**config.mk**
```make
export PLATFORM = sky130hd
export DESIGN_NAME = exe_mult_unit
export DESIGN_NICKNAME = d
export VERILOG_FILES = /design/src/rtl/exe_mult_unit.sv
export SDC_FILE = /design/constraint.sdc
export NUM_CORES = 1
export LEC_CHECK = 0
export ABC_AREA = 1
export CORE_AREA = 2 2 171 173
export DETAILED_ROUTE_END_ITERATION = 16
export DIE_AREA = 0 0 173 175
export DONT_BUFFER_PORTS = 1
export PLACE_DENSITY = 0.86
export SYNTH_ARGS = -nofsm -noshare
export SYNTH_HDL_FRONTEND = slang
export SYNTH_SLANG_ARGS = --single-unit
```
**constraint.sdc**
```tcl
create_clock -name clk -period 3.03 [get_ports clk]
set_input_delay 0.4545 -clock clk [delete_from_list [all_inputs] [get_ports clk]]
set_output_delay 0.4545 -clock clk [all_outputs]
set_load 0.05 [all_outputs]
```
**src/rtl/exe_mult_unit.sv**
```systemverilog
// Iterative radix-2 shift-add multiplier for the EXE stage.
// Writes the full 2*WORD_LEN-bit product to HI/LO and stalls the pipeline while running.
module exe_mult_unit #(
  parameter int unsigned WORD_LEN = 32,
  parameter int unsigned SIGNED   = 1,
  parameter int unsigned CNT_W    = 6
) (
  input  logic                clk,
  input  logic                rst,
  input  logic                start,
  input  logic                flush,
  input  logic [WORD_LEN-1:0] src1,
  input  logic [WORD_LEN-1:0] src2,
  output logic                busy,
  output logic                done,
  output logic [WORD_LEN-1:0] hi,
  output logic [WORD_LEN-1:0] lo
);

  localparam int unsigned PROD_W = 2 * WORD_LEN;
  localparam bit          SGN_EN = (SIGNED != 0);

  typedef enum logic [1:0] {
    S_IDLE = 2'd0,
    S_RUN  = 2'd1,
    S_DONE = 2'd2
  } state_t;

  state_t                r_state;
  logic [CNT_W-1:0]      r_cnt;
  logic [PROD_W-1:0]     r_acc;
  logic [PROD_W-1:0]     r_mcand;
  logic [WORD_LEN-1:0]   r_mplier;
  logic                  r_neg;
  logic                  r_done;
  logic [WORD_LEN-1:0]   r_hi;
  logic [WORD_LEN-1:0]   r_lo;

  logic [WORD_LEN-1:0]   w_mag1;
  logic [WORD_LEN-1:0]   w_mag2;
  logic                  w_neg;
  logic                  w_start_ok;
  logic [PROD_W-1:0]     w_acc_next;
  logic [PROD_W-1:0]     w_result;

  // Magnitudes stay unsigned in WORD_LEN bits, so the most-negative value maps to 2^(WORD_LEN-1) exactly.
  assign w_mag1     = (SGN_EN && src1[WORD_LEN-1]) ? -src1 : src1;
  assign w_mag2     = (SGN_EN && src2[WORD_LEN-1]) ? -src2 : src2;
  assign w_neg      = SGN_EN & (src1[WORD_LEN-1] ^ src2[WORD_LEN-1]);
  assign w_start_ok = start & ~flush;
  assign w_acc_next = r_acc + (r_mplier[0] ? r_mcand : '0);
  assign w_result   = r_neg ? -r_acc : r_acc;

  assign busy = ((r_state == S_IDLE) & w_start_ok) | (r_state == S_RUN);
  assign done = r_done;
  assign hi   = r_hi;
  assign lo   = r_lo;

  always_ff @(posedge clk) begin
    if (rst) begin
      r_state  <= S_IDLE;
      r_cnt    <= '0;
      r_acc    <= '0;
      r_mcand  <= '0;
      r_mplier <= '0;
      r_neg    <= 1'b0;
      r_done   <= 1'b0;
      r_hi     <= '0;
      r_lo     <= '0;
    end else begin
      r_done <= 1'b0;
      case (r_state)
        S_IDLE: begin
          if (w_start_ok) begin
            r_state  <= S_RUN;
            r_mcand  <= {{WORD_LEN{1'b0}}, w_mag1};
            r_mplier <= w_mag2;
            r_neg    <= w_neg;
            r_cnt    <= '0;
            r_acc    <= '0;
          end
        end
        S_RUN: begin
          if (flush) begin
            r_state <= S_IDLE;
          end else begin
            r_acc    <= w_acc_next;
            r_mcand  <= r_mcand << 1;
            r_mplier <= r_mplier >> 1;
            r_cnt    <= r_cnt + CNT_W'(1);
            if (r_cnt == CNT_W'(WORD_LEN - 1)) begin
              r_state <= S_DONE;
            end
          end
        end
        S_DONE: begin
          // Commit the sign-corrected product; flush and start are ignored here.
          {r_hi, r_lo} <= w_result;
          r_done       <= 1'b1;
          r_state      <= S_IDLE;
        end
        default: begin
          r_state <= S_IDLE;
        end
      endcase
    end
  end

endmodule

```
# After elaboration in Yosys (flattened, before gate mapping)
# Index checks and enable logic that the tools add are counted.
# op_classes
addsub,5
eq_ne,6
n_mux,21
bitwise,5
n_reduce_logical,5
# ops
cell,n
$mux 64,6
$pmux 64 s2,2
$mux 32,4
$add 64x64->64,1
$neg 32->32,2
$neg 64->64,1
$pmux 32 s2,1
$mux 6,2
$pmux 6 s2,1
$add 6x1->6 const B,1
$eq 6x5->1 const B,1
$mux 2,3
$ne 2x2->1 const B,2
$pmux 2 s2,1
$reduce_and 2->1,2
$ne 3x2->1 const B,1
$reduce_and 3->1,1
$and 1x1->1,2
$eq 2x1->1 const B,1
$eq 2x2->1 const B,1
$logic_not 2->1,1
$reduce_bool 2->1,1
$mux 1,1
$not 1->1,1
2 further kinds,2
# totals
regBits,234
in_bits,68
word_cells,51

# Longest topological paths before layout
# depth
word_depth,4
depth_mapped,20

# Worst setup path before layout
# No wires, ideal clock.
# synth_path
path_type,register to register
from,register r_mplier[0]
to,register r_acc[48]
setup_ns,0.132
t_arrival_ns,2.454
t_required_ns,2.898
setup_slack_ns,0.444
path_stages_with_launch,19
synth_period_minus_slack_ns,2.586
path_cell_list,dfxtp_1 -> clkbuf_1 -> clkbuf_1 -> nand2_1 -> inv_1 -> ha_1 -> inv_1 -> fa_1 -> nand3b_1 -> nand2_1 -> nand2_1 -> nand2_1 -> nand2_1 -> nand2_1 -> nand3_1 -> nand3_1 -> nand2_1 -> nand3_1 -> a21oi_1
# synth_via
elab_chain_len,4
# synth_rtl
item,line_no,rtl
start: declaration,33,logic [WORD_LEN-1:0] r_mplier;
start signal: assignment,77,r_mplier <= w_mag2;
start signal: assignment,89,r_mplier <= r_mplier >> 1;
$mux 64,51,assign w_acc_next = r_acc + (r_mplier[0] ? r_mcand : '0);
$add 64x64->64,51,
$mux 64,84,if (flush) begin
$pmux 64 s2,72,case (r_state)
end signal: assignment,87,r_acc <= w_acc_next;
end: declaration,31,logic [PROD_W-1:0] r_acc;
# No other way between the ends. The select of a mux whose other input is x is not followed.
# A chain may end at the register's enable or synchronous reset.

# Worst setup path in the final report
# layout_path
from,register r_mplier[0]
to,register r_acc[52]
# The elaborated chain is that of the path after synthesis.

==> flow_metrics.py <==
metrics = {
    "outcome": {
        "status": "complete, no violations",
    },
    "hold_path": {
        "hp-class": "input port to flip-flop",
    },
    "final_layout": {
        "fill_cells": 2609,
        "drive_above_1_share_pct": 3.19,
        "synthToLayoutAreaGrowth_pct": 7.10,
        "antenna_cells": 0,
        "fin_cells": 3640,
        "fin_nets": 3372,
        "postLayoutCoreUtil_pct": 70.0,
    },
    "yosys": {
        "synth_area_leaders": "dfxtp_1, nand2_1, inv_1",
        "synth-xor-area-share_pct": 2.03,
        "yosys.area.top_type_share_pct": 25.2,
        "synth_edf_count": 0,
        "syn_nets": 3418,
        "yosys.area_share.adder_pct": 4.62,
        "synth_warnings": 0,
        "async_flop_share_pct": 0,
        "synthSimpleGateAreaFrac_pct": 38.3,
        "synth_top_family_by_area": "simple AND/OR/NAND/NOR gates",
        "synthCells": 3282,
        "synth_seq_cells": 234,
        "muxShareOfSynthArea_pct": 0,
        "synth_compound_area_share_pct": 15.1,
        "syn_area_sq_mm": 0.0186,
        "ys.flop_type": "dfxtp_1",
        "ys_top_cells_by_count": "nand2_1, inv_1, nor2_1, nand3_1, dfxtp_1",
        "yosysMostFrequentCell": "nand2_1",
        "synth_seq_area_share_pct": 25.2,
        "ys_types": 48,
        "yosys.area.top_type": "dfxtp_1",
        "avgSynthCellArea_sq_um": 5.66,
    },
    "global_route": {
        "antenna_found_initial": 0,
        "grt_pass1_wl_mm": 99.2,
        "grt_pass1_vias": 19300,
        "grt_use_total_pct": 40.5,
        "overflow": 0,
        "grt_max_degree": 118,
    },
    "worst_setup_path": {
        "slowest_delay_ps": 480,
        "critPathMaxFanout": 20,
        "critical_path.startpoint_type": "flip-flop",
        "crit_top_cell": "nand2_1",
        "crit_chain": "nand2_1 -> inv_1 -> ha_1 -> inv_1 -> fa_1 -> nand3b_1 -> nand2_1 -> nand2_1 -> nand3_1 -> nand2_1 -> nand2_1 -> nand2_1 -> nand3_1 -> nand3_1 -> a21oi_1",
        "worstSetupEndpointType": "flip-flop",
        "crit_slowest_cell": "dfxtp_4",
        "crit_required_ps": 3510,
        "crit_type": "flip-flop to flip-flop",
        "cp_data_arrival_time_ps": 3300,
    },
    "sta": {
        "rsz0062_at_grt": "no",
        "fmax_ghz": 0.355,
        "min_period_ps": 2820,
        "tns_ps": 0,
        "final_hold_viol_count": 0,
        "slew_headroom_pct": 48.4,
        "whs_ps": 60.9,
        "slew_violations": 0,
        "tightest_slew_ps": 772,
        "period_share_pct": 93.0,
        "finClkSkew_ps": 11.2,
        "setup_viol": 0,
    },
    "routing": {
        "antenna_left": 0,
        "wl_per_cell_um": 17.4,
        "vias": 21000,
        "firstDrtPassIters": 6,
        "wl_mm": 63.4,
        "drc": 0,
        "drt-vias-per-instance": 5.77,
        "dr.first_iter.drc_count": 2335,
    },
    "place": {
        "finalWeightedCongestion": 1.09,
        "dp.cells": 3586,
        "post-dp-hpwl_mm": 47.8,
        "port_buffers": 0,
    },
    "cts": {
        "clk_latency_ps": 550,
        "clkSlewWorstSetupHoldPaths_ps": 60,
        "root_buffer": "clkbuf_16",
        "cts_sinks": 234,
        "htreeDepth": 1,
        "cts_tree": "built",
        "clk_path_buf_depth": 3,
        "numCtsBuffers": 26,
        "postCtsSetupBuffers": 0,
    },
    "pwr": {
        "ir_drop_uv": 449,
        "p_per_area_mw_per_mm2": 353,
        "cellLeakagePower_nw": 10.8,
    },
    "floorplanning": {
        "num_io_pins": 134,
        "die_area_sq_mm": 0.0303,
        "die_h_um": 175,
        "start_util_pct": 65.4,
        "rows": 62,
        "die_x_um": 173,
        "core_sq_mm": 0.0284,
    },
    "job": {
        "maxCapViolCount": 0,
    },
}
## area by class of cell
| type | instances | area, sq um | area share, % |
|---|---|---|---|
| Clock buffer | 35 | 726 | 3.65 |
| Inverter | 616 | 2310 | 11.6 |
| Tap cell | 384 | 480 | 2.42 |
| Timing Repair Buffer | 31 | 353 | 1.77 |
| Sequential cell | 234 | 4690 | 23.6 |
| Clock inverter | 13 | 155 | 0.780 |
| Multi-Input combinational cell | 2327 | 11200 | 56.2 |
## power breakdown
group          internal (mW)  switching, mW
clock                   1.94           1.37
combinational          0.166          0.368
sequential              3.13         0.0409
## layer usage
layer / track usage (%) / wire, um / vias to the layer above
li1: - / - / 10200
met2: 64.3 / 27100 / 1201
met4: 17.5 / 3020 / 0
met5: 0 / 0 / -
met1: 53.7 / 25600 / 9382
met3: 7.96 / 7660 / 183
## placed cells by master, fill, tap and decap left out, types with 4 or more instances in the layout
master,netlist,routed
o211ai_1,18,18
nand3_1,239,239
nor2_4,3,5
nand3b_1,11,11
buf_4,0,19
o21a_1,4,4
xor2_1,40,40
o21ai_0,118,118
nand4_1,34,34
o221ai_1,5,5
nor3_1,42,41
a21oi_1,225,225
clkbuf_1,78,6
nor4_1,6,6
nand2_1,1040,1040
dfxtp_1,234,232
a22oi_1,49,49
nor2_1,333,332
ha_1,67,67
inv_1,612,612
or2_2,11,11
o32ai_1,32,32
o21bai_1,5,5
o21ai_1,4,4
buf_12,0,9
clkbuf_16,0,27
clkinv_2,0,6
a31oi_1,12,12
## registers in the layout, indices dropped and copies added, names as in the netlist
| signal | flops |
|---|---|
| r_acc | 64 |
| r_neg | 1 |
| r_state | 2 |
| lo | 32 |
| r_cnt | 6 |
| done | 1 |
| hi | 32 |
| r_mcand | 64 |
| r_mplier | 32 |
## critical path: cells and delay by family (launching register included)
kind	cells	cell delay, ps
adders and majority gates	2	590
DFF	1	480
buffers and inverters	2	150
and+or+nand+nor	10	1350
AOI/OAI and AO/OA	1	160
## stage by stage
| step | cell area [sq um] | worst slack [ps] | total power, mW |
|---|---|---|---|
| after floorplan | 18600 | 444 | 3.61 |
| after global placement | 18900 | 246 | 3.69 |
| after detailed placement | 18900 | 204 | 3.71 |
| after CTS | 19900 | 163 | 7.00 |
| after global routing | 19900 | 18.5 | 7.17 |
| final | 19900 | 212 | 7.02 |
## what timing repair did
action	CTS	global route
gates resized for setup	0	3
hold buffers	6	0
hold endpoints to repair	12	0
setup endpoints to repair	0	6
## cells by family after synthesis
kind of cell	after synthesis
AND/OR/NAND/NOR	1733
XOR/XNOR	43
flip-flops	234
AO/OA/AOI/OAI	483
adder cells (fa/ha/maj)	68
buffers and inverters	721
## worst paths after layout
| kind | start | to | slack, ps | depth (start not counted) |
|---|---|---|---|---|
| worst min-delay path | rst | r_mcand[29] | 60 | 3 |
| worst max-delay path | r_mplier[0] | r_acc[52] | 210 | 15 |
| worst max register to register | r_mplier[0] | r_acc[52] | 210 | 15 |
| worst min register to register | r_mcand[50] | r_mcand[51] | 500 | 2 |
(Power assumes the default switching activity.)
